<file path="src/rtl/pack_pkg.sv">
// Constants and state encoding shared by the packet framer and deframer.
package pack_pkg;
    localparam int          SIZE_BIT_PACK  = 1976;
    localparam int          SIZE_PREAMBLE  = 32;
    localparam logic [31:0] PREAMBLE_DATA  = 32'h1ACFFC1D;
    localparam logic [31:0] PREAMBLE_BLANK = 32'hE53003E2;

    typedef enum logic [1:0] {
        SEARCH,
        PAYLOAD,
        SKIP,
        CHECK
    } deframe_state_t;
endpackage

</file>
<file path="src/rtl/preamble_match.sv">
// Tolerant preamble compare: hit when window and pattern differ in at most MAX_ERR bits.
// Purely combinational, no latency and no flow control.
module preamble_match #(
    parameter int W       = 32,
    parameter int MAX_ERR = 2
) (
    input  logic [W-1:0] window,
    input  logic [W-1:0] pattern,
    output logic         hit
);
    localparam int CNT_W = $clog2(W + 1);

    logic [W-1:0]     diff;
    logic [CNT_W-1:0] errs;

    always_comb begin
        diff = window ^ pattern;
        errs = '0;
        for (int i = 0; i < W; i++) begin
            errs = errs + CNT_W'(diff[i]);
        end
    end

    assign hit = (errs <= CNT_W'(MAX_ERR));
endmodule

</file>
<file path="src/rtl/pack_deframer.sv">
// Serial packet deframer: preamble search, flywheel lock, blank packets dropped, payload out as bytes.
// Byte valid one cycle after its last bit; input stalls while an output byte waits for i_ready_output.
module pack_deframer #(
    parameter int                       SIZE_BIT_PACK   = pack_pkg::SIZE_BIT_PACK,
    parameter int                       SIZE_PREAMBLE   = pack_pkg::SIZE_PREAMBLE,
    parameter int                       SIZE_OUTPUT_BIT = 8,
    parameter logic [SIZE_PREAMBLE-1:0] PREAMBLE_DATA   = pack_pkg::PREAMBLE_DATA,
    parameter logic [SIZE_PREAMBLE-1:0] PREAMBLE_BLANK  = pack_pkg::PREAMBLE_BLANK,
    parameter int                       MAX_ERR         = 2,
    parameter int                       MISS_LIMIT      = 3
) (
    input  logic                       i_clk,
    input  logic                       i_reset_n,
    input  logic                       i_data,
    input  logic                       i_valid_input,
    output logic                       o_ready,
    output logic [SIZE_OUTPUT_BIT-1:0] o_data,
    output logic                       o_valid,
    output logic                       o_sop,
    output logic                       o_eop,
    input  logic                       i_ready_output,
    output logic                       o_locked,
    output logic                       o_sync_lost
);
    import pack_pkg::deframe_state_t, pack_pkg::SEARCH, pack_pkg::PAYLOAD,
           pack_pkg::SKIP, pack_pkg::CHECK;

    localparam int NPAY = SIZE_BIT_PACK - SIZE_PREAMBLE;
    localparam int CW   = $clog2(NPAY);
    localparam int MW   = $clog2(MISS_LIMIT + 1);

    localparam logic [CW-1:0] LAST_PAY  = CW'(NPAY - 1);
    localparam logic [CW-1:0] LAST_PRE  = CW'(SIZE_PREAMBLE - 1);
    localparam logic [CW-1:0] FIRST_BYTE_END = CW'(SIZE_OUTPUT_BIT - 1);
    localparam logic [CW-1:0] BYTE_BITS = CW'(SIZE_OUTPUT_BIT);
    localparam logic [MW-1:0] LAST_MISS = MW'(MISS_LIMIT - 1);

    if ((NPAY % SIZE_OUTPUT_BIT) != 0) begin : g_npay_check
        $error("payload length must be a whole number of output words");
    end

    deframe_state_t             state;
    logic [SIZE_PREAMBLE-1:0]   sr;
    logic [SIZE_PREAMBLE-1:0]   win;
    logic [CW-1:0]              bit_cnt;
    logic [MW-1:0]              miss_cnt;
    logic [SIZE_OUTPUT_BIT-1:0] byte_sr;
    logic [SIZE_OUTPUT_BIT-1:0] byte_nxt;
    logic                       acc;
    logic                       hit_d;
    logic                       hit_b;
    logic                       byte_done;
    logic                       last_pay;
    logic                       last_pre;

    // An unaccepted byte blocks input; a new byte needs 8 more accepted bits, so no overflow.
    assign o_ready   = ~(o_valid & ~i_ready_output);
    assign acc       = i_valid_input & o_ready;
    assign win       = {sr[SIZE_PREAMBLE-2:0], i_data};
    assign byte_nxt  = {byte_sr[SIZE_OUTPUT_BIT-2:0], i_data};
    assign byte_done = ((bit_cnt % BYTE_BITS) == FIRST_BYTE_END);
    assign last_pay  = (bit_cnt == LAST_PAY);
    assign last_pre  = (bit_cnt == LAST_PRE);

    preamble_match #(.W(SIZE_PREAMBLE), .MAX_ERR(MAX_ERR)) u_match_data (
        .window  (win),
        .pattern (PREAMBLE_DATA),
        .hit     (hit_d)
    );

    preamble_match #(.W(SIZE_PREAMBLE), .MAX_ERR(MAX_ERR)) u_match_blank (
        .window  (win),
        .pattern (PREAMBLE_BLANK),
        .hit     (hit_b)
    );

    always_ff @(posedge i_clk or negedge i_reset_n) begin
        if (!i_reset_n) begin
            state       <= SEARCH;
            sr          <= '0;
            bit_cnt     <= '0;
            miss_cnt    <= '0;
            byte_sr     <= '0;
            o_data      <= '0;
            o_valid     <= 1'b0;
            o_sop       <= 1'b0;
            o_eop       <= 1'b0;
            o_locked    <= 1'b0;
            o_sync_lost <= 1'b0;
        end else begin
            o_sync_lost <= 1'b0;
            if (o_valid && i_ready_output) begin
                o_valid <= 1'b0;
            end
            if (acc) begin
                sr <= win;
                case (state)
                    SEARCH: begin
                        if (hit_d || hit_b) begin
                            state    <= hit_d ? PAYLOAD : SKIP;
                            o_locked <= 1'b1;
                            bit_cnt  <= '0;
                            miss_cnt <= '0;
                        end
                    end
                    PAYLOAD: begin
                        byte_sr <= byte_nxt;
                        if (byte_done) begin
                            o_data  <= byte_nxt;
                            o_valid <= 1'b1;
                            o_sop   <= (bit_cnt == FIRST_BYTE_END);
                            o_eop   <= last_pay;
                        end
                        if (last_pay) begin
                            state   <= CHECK;
                            bit_cnt <= '0;
                        end else begin
                            bit_cnt <= bit_cnt + 1'b1;
                        end
                    end
                    SKIP: begin
                        if (last_pay) begin
                            state   <= CHECK;
                            bit_cnt <= '0;
                        end else begin
                            bit_cnt <= bit_cnt + 1'b1;
                        end
                    end
                    CHECK: begin
                        if (last_pre) begin
                            bit_cnt <= '0;
                            if (hit_d) begin
                                state    <= PAYLOAD;
                                miss_cnt <= '0;
                            end else if (hit_b) begin
                                state    <= SKIP;
                                miss_cnt <= '0;
                            end else if (miss_cnt == LAST_MISS) begin
                                state       <= SEARCH;
                                miss_cnt    <= '0;
                                o_locked    <= 1'b0;
                                o_sync_lost <= 1'b1;
                            end else begin
                                // Flywheel: a damaged preamble is assumed to precede data.
                                state    <= PAYLOAD;
                                miss_cnt <= miss_cnt + 1'b1;
                            end
                        end else begin
                            bit_cnt <= bit_cnt + 1'b1;
                        end
                    end
                    default: state <= SEARCH;
                endcase
            end
        end
    end
endmodule
</file>
<file path="config.mk">
export PLATFORM = sky130hd
export DESIGN_NAME = pack_deframer
export DESIGN_NICKNAME = d
export VERILOG_FILES = /design/src/rtl/pack_pkg.sv /design/src/rtl/preamble_match.sv /design/src/rtl/pack_deframer.sv
export SDC_FILE = /design/constraint.sdc
export NUM_CORES = 1
export LEC_CHECK = 0
export ABC_AREA = 0
export CORE_UTILIZATION = 60
export DETAILED_ROUTE_END_ITERATION = 8
export GPL_TIMING_DRIVEN = 1
export PLACE_DENSITY_LB_ADDON = 0.1
export SLEW_MARGIN = 10
export SYNTH_ARGS = -nofsm -noshare
export SYNTH_HDL_FRONTEND = slang
export SYNTH_SLANG_ARGS = --single-unit
</file>
<file path="constraint.sdc">
create_clock -name i_clk -period 7.7 [get_ports i_clk]
set_input_delay 1.54 -clock i_clk [delete_from_list [all_inputs] [get_ports i_clk]]
set_output_delay 1.54 -clock i_clk [all_outputs]
set_load 0.02 [all_outputs]
</file>
==> qor.csv, run 1 <==
stage;metric;value;unit
routing;drt_iter0_drc;121;
timing;slew_headroom;34.6;%
yosys;syn-cell-area;4450;µm²
routing;final_antenna_net_count;0;
routing;dr_total_vias;3024;
layout;finalNonFillerCells;557;
global_routing;grt_max_degree;67;
clock_tree;clkSinkCount;66;
clock_tree;path_clk_slew;0.09;ns
placed_design;dp_cells;541;
clock_tree;clk_latency;0.36;ns
hold_path;min_path_type;reg2reg;
timing;fin_ws;0.369;ns
global_routing;grt_pass1_vias;3064;
layout;post-route-util;68.8;%
timing;period_share;95.2;%
layout;drive_above_1_share;10.7;%
setup_path;setup.worst_path.end_class;flop;
clock_tree;cts_tree;yes;
timing;worst_slew_pin_slew;0.981;ns
layout;multi_input_area;2400;µm²
global_routing;grt_pass1_wl;15000;µm
setup_path;cp_cell_sequence;clkdlybuf4s50_1 > inv_1 > fa_1 > fa_1 > fa_1 > fa_1 > inv_1 > fa_1 > fa_1 > inv_1 > fa_1 > inv_1 > ha_1 > inv_1 > fa_1 > a211oi_1 > mux2i_1 > o221a_2 > a211o_1 > mux2_1;
yosys;synth_area_leaders;dfrtp_1, fa_1, inv_1, ha_1, o21ai_0;
timing;setup-tns-final;0;ns
layout;nNetsFinal;528;
yosys;yosys_most_used_dff;dfrtp_1;
placed_design;port_buffers;18;
clock_tree;cts.htree.levels;3;
yosys;syn_inst;428;
yosys;synth_edf_count;0;
timing;fmax;136;MHz
yosys;synth_top_area_cell;dfrtp_1;
clock_tree;cts_root_buf;clkbuf_8;
global_routing;overflow;0;
floorplanning;core_area;7210;µm²
routing;wire_per_inst;15.8;µm
yosys;async_flop_share;100;%
flow_run;max_cap_violations;0;
yosys;synth-seq-cells;66;
layout;final-seq-area;1650;µm²
global_routing;antenna_found_initial;0;
run_status;status;finished, final reports clean;
floorplanning;ios;19;
placed_design;hpwl;6550;µm
setup_path;cp.required;7.95;ns
routing;dr.pass1.iters;4;
setup_path;criticalPathCategory;in2reg;
layout;syn2layout_area_growth;11.6;%
timing;hold_viol;0;
setup_path;cp_max_fo;4;
timing;slew_viol_final;0;
floorplanning;fp.dieH;88.1;µm
timing;period_minus_slack;7.33;ns
clock_tree;cts_buffer_depth;2;
yosys;ys_seq_area_share;37.1;%
timing;grt_setup_unrepaired;no;
global_routing;grt_use_total;26.6;%
layout;diodes;0;
timing;finalSetupViolCount;0;
timing;finClkSkew;0.0115;ns
setup_path;cp_common_cell;fa_1;
yosys;yosysWarnings;0;
yosys;yosysTopAreaCellShare;37.1;%
setup_path;start_kind;primary input;
routing;routed_wl;8800;µm
setup_path;cp.arrival;7.58;ns
floorplanning;die-area;7760;µm²
placed_design;dp_slack;-0.0117;ns
yosys;synth_cell_types;48;
clock_tree;numCtsBuffers;9;
floorplanning;start_util;61.6;%
yosys;syn_avg_cell_area;10.4;µm²
floorplanning;die_w;88.1;µm
routing;via_per_inst;5.43;
setup_path;crit_slowest_cell;fa_1;
setup_path;max_stage_delay;0.57;ns
routing;drc;0;
floorplanning;rows;31;
layout;nFillCells;586;
placed_design;gp_congestion;0.839;
yosys;syn_nets;503;
## worst paths after layout
check | startpoint | to | slack (ns) | cells after the start
worst min-delay path | sr[10]$_DFFE_PN0P_ | sr[11]$_DFFE_PN0P_ | 0.49 | 2
worst max-delay path | i_data | miss_cnt[0]$_DFFE_PN0P_ | 0.37 | 20
max in group asynchronous | i_reset_n | bit_cnt[3]$_DFFE_PN0P_ | 5.80 | 2
min in group asynchronous | i_reset_n | sr[14]$_DFFE_PN0P_ | 1.36 | 2
worst max register to register | sr[1]$_DFFE_PN0P_ | miss_cnt[0]$_DFFE_PN0P_ | 1.60 | 19
worst min register to register | sr[10]$_DFFE_PN0P_ | sr[11]$_DFFE_PN0P_ | 0.49 | 2
## cell families after synthesis
kind of cell    after synthesis  share of synthesized area [%]
buf+inv                     105                           9.12
simple gates                 95                           10.8
compound gates               74                           10.6
fa+ha+maj                    70                           27.8
flops                        66                           37.1
mux                          18                           4.50
## state kept, by name (all words and copies together) (netlist names)
signal	cells
o_sop	1
o_sync_lost	1
sr	31
state	2
o_data	8
o_eop	1
bit_cnt	11
byte_sr	7
miss_cnt	2
o_locked	1
o_valid	1
## final cells by class
| cell class | count | share of cell area (%) |
|---|---|---|
| repair buffers | 26 | 4.74 |
| clock inverters | 7 | 1.64 |
| multi-input cells | 257 | 48.3 |
| flip-flops and latches | 66 | 33.3 |
| clock buffers | 9 | 2.50 |
| inverters | 93 | 7.03 |
| well taps | 99 | 2.50 |
## placed cells by master, fill, tap and decap left out, drive strengths merged, types with 3 or more instances in the layout
| cell | count |
|---|---|
| dfrtp | 66 |
| ha | 22 |
| mux2 | 16 |
| nor3 | 3 |
| o21ai | 48 |
| nand4 | 7 |
| o31ai | 3 |
| clkbuf | 9 |
| nor4 | 4 |
| a211oi | 6 |
| o22ai | 4 |
| nand2 | 46 |
| o221ai | 3 |
| inv | 97 |
| clkdlybuf4s50 | 17 |
| nand2b | 3 |
| fa | 48 |
| nand3 | 12 |
| buf | 9 |
| nor2 | 3 |
## timing repair
action                                  4_1_cts  5_1_grt
endpoints found under the hold margin         0        0
setup buffers                                 0        0
endpoints found under the setup margin        0        1
hold buffers                                  0        0
gates resized for setup                       0        1
## per-layer routing
metal  global-route usage [%]  wire length, µm
met5                        0                0
met4                     9.24              208
met3                     6.69              320
met2                     44.2             4450
met1                     34.3             3820
## synthesized netlist by cell type, types with 2 or more instances
library cell and instances:
fa_1 48, o21ai_0 41, clkbuf_1 10, a211oi_2 2, or3_1 2, nor4_1 4, nor3_1 2, o221ai_1 3
o21ai_1 7, nor2_1 3, nand3_1 12, nand2_1 46, or2_2 2, and2_1 2, mux2i_1 2, o31ai_1 3
nand2b_1 3, mux2_1 3, inv_1 93, o211ai_1 2, o22ai_1 4, a211oi_1 4, dfrtp_1 66, ha_1 22
nand4_1 7, mux2_2 13
## worst max-delay path: cells and delay by family
| kind | cells | cell delay (ns) |
|---|---|---|
| adder cells (fa/ha/maj) | 9 | 3.98 |
| buffers and inverters | 6 | 0.75 |
| AO/OA/AOI/OAI | 3 | 0.80 |
| multiplexers | 2 | 0.50 |
## stage by stage
stage / instance area (µm²) / hold WS, ns
2_1_floorplan: 4450 / 0.450
3_3_place_gp: 4750 / 0.462
3_5_place_dp: 4750 / 0.470
4_1_cts: 4960 / 0.487
5_1_grt: 4960 / 0.507
6_report: 4960 / 0.485
Power of run 1 is left out: the tool's default activity adds up to more than one toggle a clock period on the data nets, which glitch-free logic cannot reach.
==> run 2: changes to the inputs <==
--- a/config.mk
+++ b/config.mk
@@ -10,7 +10,7 @@
 export DETAILED_ROUTE_END_ITERATION = 8
 export GPL_TIMING_DRIVEN = 1
 export PLACE_DENSITY_LB_ADDON = 0.1
-export SLEW_MARGIN = 10
+export SLEW_MARGIN = 15
 export SYNTH_ARGS = -nofsm -noshare
 export SYNTH_HDL_FRONTEND = slang
 export SYNTH_SLANG_ARGS = --single-unit
==> results of run 2 <==
Same layout as run 1: the final DEF is identical, and so are final timing and power.
Power of run 2 is left out for the same reason.
==> run 3: changes to the inputs <==
--- a/config.mk
+++ b/config.mk
@@ -6,7 +6,8 @@
 export NUM_CORES = 1
 export LEC_CHECK = 0
 export ABC_AREA = 0
-export CORE_UTILIZATION = 60
+export CAP_MARGIN = 10
+export CORE_UTILIZATION = 30
 export DETAILED_ROUTE_END_ITERATION = 8
 export GPL_TIMING_DRIVEN = 1
 export PLACE_DENSITY_LB_ADDON = 0.1
==> qor.csv, run 3 (same netlist as run 1, synthesis figures left out) <==
stage;metric;value;unit
run_status;status;finished, final reports clean;
hold_path;min_path_type;reg2reg;
routing;drt_iter0_drc;197;
clock_tree;path_clk_slew;0.06;ns
timing;period_minus_slack;7.38;ns
floorplanning;core_area;14500;µm²
timing;hold_viol;0;
setup_path;max_stage_delay;0.56;ns
floorplanning;start_util;30.7;%
global_routing;grt_pass1_wl;17000;µm
floorplanning;die-area;15300;µm²
setup_path;setup.worst_path.end_class;flop;
timing;slew_viol_final;0;
timing;fin_ws;0.319;ns
layout;top_regs;sr (31), bit_cnt (11), o_data (8);
placed_design;hpwl;7630;µm
setup_path;cp_cell_sequence;clkdlybuf4s50_1 > inv_1 > buf_4 > ha_1 > inv_1 > fa_1 > fa_1 > fa_1 > fa_1 > inv_1 > fa_1 > inv_1 > fa_1 > fa_1 > inv_1 > fa_1 > inv_1 > o21ai_1 > o221a_2 > a211o_1 > mux2_1;
routing;wire_per_inst;15.6;µm
setup_path;critical-path-top-delay-family;adder cells;
setup_path;start_kind;primary input;
floorplanning;fp.dieH;124;µm
clock_tree;clkSinkCount;66;
placed_design;dp_slack;-0.0839;ns
setup_path;cp.required;7.92;ns
setup_path;cp.arrival;7.60;ns
routing;drc;0;
layout;regMostFlops;sr;
setup_path;cp_max_fo;4;
clock_tree;cts.htree.levels;3;
timing;slew_headroom;40.1;%
timing;fmax;135;MHz
floorplanning;rows;44;
layout;syn2layout_area_growth;17.8;%
placed_design;port_buffers;18;
timing;grt_setup_unrepaired;no;
timing;period_share;95.9;%
setup_path;criticalPathCategory;in2reg;
layout;largest_register_ff_count;31;
setup_path;crit_slowest_cell;fa_1;
clock_tree;numCtsBuffers;9;
floorplanning;die_w;124;µm
layout;diodes;0;
placed_design;gp_congestion;0.766;
timing;finalSetupViolCount;0;
timing;worst_slew_pin_slew;0.899;ns
setup_path;crit_buf_inv;8;
floorplanning;ios;19;
layout;post-route-util;36.2;%
clock_tree;clk_latency;0.34;ns
global_routing;grt_max_degree;67;
layout;drive_above_1_share;11.7;%
global_routing;overflow;0;
setup_path;cp_common_cell;fa_1;
layout;most-common-layout-cells;inv_1, dfrtp_1, fa_1, nand2_1, o21ai_0;
routing;dr.pass1.iters;5;
layout;layout_commonest_cell;inv_1;
timing;finClkSkew;0.00930;ns
clock_tree;cts_tree;yes;
layout;nNetsFinal;533;
global_routing;antenna_found_initial;0;
global_routing;grt_pass1_vias;3199;
clock_tree;cts_buffer_depth;2;
routing;routed_wl;10100;µm
placed_design;dp_cells;631;
global_routing;grt_use_total;15.2;%
clock_tree;cts_root_buf;clkbuf_16;
routing;dr_total_vias;2993;
routing;via_per_inst;4.63;
layout;finalNonFillerCells;647;
flow_run;max_cap_violations;0;
routing;final_antenna_net_count;0;
## run 3: cell types whose count changed in the layout (fill, tap and decap cells not counted), sizes merged
cell,change
buf,+5
bufinv,+1
clkbuf,+2
inv,-3
## run 3: metrics by stage
| step | area [µm²] | hold slack, ns | setup TNS, ns |
|---|---|---|---|
| after floorplan | 4450 | 0.450 | 0 |
| after global placement | 4890 | 0.470 | 0 |
| after detailed placement | 4890 | 0.464 | -0.218 |
| after CTS | 5230 | 0.479 | 0 |
| after global routing | 5240 | 0.516 | 0 |
| final | 5240 | 0.481 | 0 |
## run 3: layout make-up
| type | count | area [µm²] |
|---|---|---|
| Multi-Input combinational cell | 257 | 2400 |
| Sequential cell | 66 | 1650 |
| Tap cell | 184 | 230 |
| Inverter | 93 | 349 |
| Timing Repair Buffer | 31 | 273 |
| Clock buffer | 11 | 253 |
| Fill cell | 1490 | 9240 |
| Clock inverter | 5 | 85.1 |
## run 3: worst paths after layout
check                              startpoint                      end  slack [ns]  cells after the start
hold / removal             sr[10]$_DFFE_PN0P_       sr[11]$_DFFE_PN0P_        0.48                      2
hold reg to reg            sr[10]$_DFFE_PN0P_       sr[11]$_DFFE_PN0P_        0.48                      2
setup / recovery                       i_data  miss_cnt[1]$_DFFE_PN0P_        0.32                     21
min in group asynchronous           i_reset_n       sr[11]$_DFFE_PN0P_        1.39                      2
max in group asynchronous           i_reset_n    o_sync_lost$_DFF_PN0_        5.70                      2
setup reg to reg            sr[1]$_DFFE_PN0P_  miss_cnt[1]$_DFFE_PN0P_        1.59                     19
## run 3: repair_timing
item,in CTS,in global routing
hold buffers,0,0
endpoints found under the setup margin,0,1
setup buffers,0,0
gates resized for setup,0,1
endpoints found under the hold margin,0,0
## run 3: worst reg2reg max path, stage by stage (launching register included)
cell	delay, ns
dfrtp_1	0.40
inv_1	0.09
fa_1	0.53
fa_1	0.46
fa_1	0.51
fa_1	0.51
inv_1	0.05
fa_1	0.47
fa_1	0.51
inv_1	0.05
fa_1	0.44
inv_1	0.07
ha_1	0.15
inv_1	0.06
fa_1	0.38
a211oi_1	0.24
mux2i_1	0.18
o221a_2	0.32
a211o_1	0.26
mux2_1	0.33
## run 3: metal layers
metal  vias up  part of all wire [%]  track usage (%)
met1      1498                    51             21.8
met3         7                   2.9             3.71
met4         0                   1.1             5.65
met2        40                    45             22.0
met5         -                     0                0
li1       1448                     -                -
Power of run 3 is left out for the same reason.
==> patch (flow settings as in run 1) <==
`SIZE_PREAMBLE`: 32 -> 128.
--- a/src/rtl/pack_pkg.sv
+++ b/src/rtl/pack_pkg.sv
@@ -1,7 +1,7 @@
 // Constants and state encoding shared by the packet framer and deframer.
 package pack_pkg;
     localparam int          SIZE_BIT_PACK  = 1976;
-    localparam int          SIZE_PREAMBLE  = 32;
+    localparam int          SIZE_PREAMBLE  = 128;
     localparam logic [31:0] PREAMBLE_DATA  = 32'h1ACFFC1D;
     localparam logic [31:0] PREAMBLE_BLANK = 32'hE53003E2;
 
Check against the original RTL: same outputs for any inputs over 10 cycles, from zero or initial values and one cycle with i_reset_n low; that may be too few to reach the edited logic, so the function may still have changed.
==> patch against run 1 <==
The run now ends with negative setup slack left; routed wire length rose to 3.4 times the old value; register-to-register slack got worse by 1.8 ns; synthesized area rose to 2.9 times the old value; sequential share of layout area down 5.7 points; global-route usage rose by 4.3 points; setup slack got worse by 1.3 ns; cell area rose to 3.0 times the old value; sequential cell count is 96 higher; critical path type unchanged.
Power is not shown: default switching activity piles up to over one toggle a cycle in this logic, so the estimate is an artifact.
==> patch: results (changes against run 1) <==
The endpoint with the worst hold slack was sr[46]. The layout buffer count excluding clock buffers came out at 98 (+280%). The fraction of the mapped netlist area in compound gates is 7.45% (-3.2 points), and the number of buffers created by CTS is 17 (+8). For the synthesized net count, the log shows 1524 (+200%). The arrival time reported for the critical path endpoint was 8.94 ns (+1.36 ns); the clock transition time at the flip-flop clock pins of the worst setup and hold paths was 0.07 ns (-0.02 ns). Ranked by instance count, the synthesized netlist is headed by inv_1 (350), fa_1 (230), nand2_1 (173). The tools report the number of filler instances in the final layout as 1615 (+180%). The multiplexer area fraction after synthesis came out at 1.52% (-3.0 points). The logs give -0.20 ns (-1.80 ns) for the worst setup slack for register-to-register paths and 24400 µm (+270%) for the half-perimeter wire length after detailed placement. The detailed router's first-iteration violation count is 494 (+310%), and the clock-cell share of area is 4.06% (-0.074 points).

Highest cell delay on the worst timing path: 0.55 ns (-0.02 ns). The multi-input logic portion of the cell area is 51.5% (+3.2 points), and the pin count of the biggest net entering global routing is 113 (+69%). The clock latency on the worst-skew pair is 0.44 ns (+0.08 ns), and the routed via count divided by cell count is 5.18 (-4.5%).

Source of the worst hold timing path: sr[45]. The final reports fail on negative setup slack. The post-route worst setup slack is -0.913 ns (-1.28 ns).

The average wire per cell in the routed design is 19.0 µm (+20%), and the worst slew slack as a fraction of its limit is 33.9% (-0.67 points). The final-report setup violation count was 17 (+17). The register area share after synthesis is 31.5% (-5.7 points), and the share of post-route cells with drive strength above 1 is 12.2% (+1.5 points). The post-synthesis instance total came out at 1231 (+190%). The register area was 4050 µm² (+150%); the via total after detailed routing was 8293 (+170%). The path length in cells of the critical path is 26 (+30%). The share of final layout cell area taken by non-clock buffers is 5.52% (+0.78 points), and the number of clock buffers in the layout is 18 (+9). The count of non-CTS inverters in the layout is 350 (+280%). The worst setup skew after layout was 0.0151 ns (+0.00368 ns). The number of buffers added for setup after CTS was 3 (+3). The worst flop-to-flop path endpoint was bit_cnt[8]. For the number of multi-input logic gates, the log shows 683 (+170%). The via count of the first global-routing pass was 9050 (+200%); the largest driver fanout on the critical path was 6 (+2).

The flow ran to the end, but the final reports show violations. The startpoint of the lowest-slack register-to-register path is sr[16]. The largest registers in the layout are sr x127, bit_cnt x11, o_data x8.

The net total in the final layout is 1605 (+200%), and the number of iterations in the first detailed-routing pass is 5 (+1). Yosys attributes the largest share of cell area to fa_1 (36%), dfrtp_1 (31%), inv_1 (10%). The tools report the first-pass GRT wire length as 49400 µm (+230%).

In this run the clock root is driven by a clkbuf_16. The run gives 162 (+150%) as the total clock sinks. The run gives 21 (+21) as the number of resized instances in the post-cts repair step. The depth of the worst register-to-register path was 25 (+6). Routability congestion estimate from global placement: 0.949 (+13%).
==> patch: cell types whose count changed after synthesis, moves of 22 or more <==
cell / before / now
o21ai_0: 41 / 118
fa_1: 48 / 230
inv_1: 93 / 350
nand2_1: 46 / 173
ha_1: 22 / 58
dfrtp_1: 66 / 162
clkbuf_1: 10 / 32
==> patch: through the flow <==
step           worst slack (ns)  hold WS [ns]  util [%]  cell area (µm²)  TNS (ns)
2_1_floorplan            -0.892         0.450         -            13000    -13.88
3_3_place_gp              -1.73         0.457      66.5            14000    -28.77
3_5_place_dp              -1.84         0.468      66.5            14000    -30.11
4_1_cts                   -1.22         0.482      69.8            14700    -19.88
5_1_grt                   -1.12         0.501      69.9            14700    -17.94
6_report                 -0.913         0.482      69.9            14700    -14.55
==> patch: metal layers <==
metal	track usage (%)	part of all wire [%]
met1	42.7	44
met2	48.5	48
met3	7.18	5.6
met4	10.0	2.5
met5	2.27	0.21
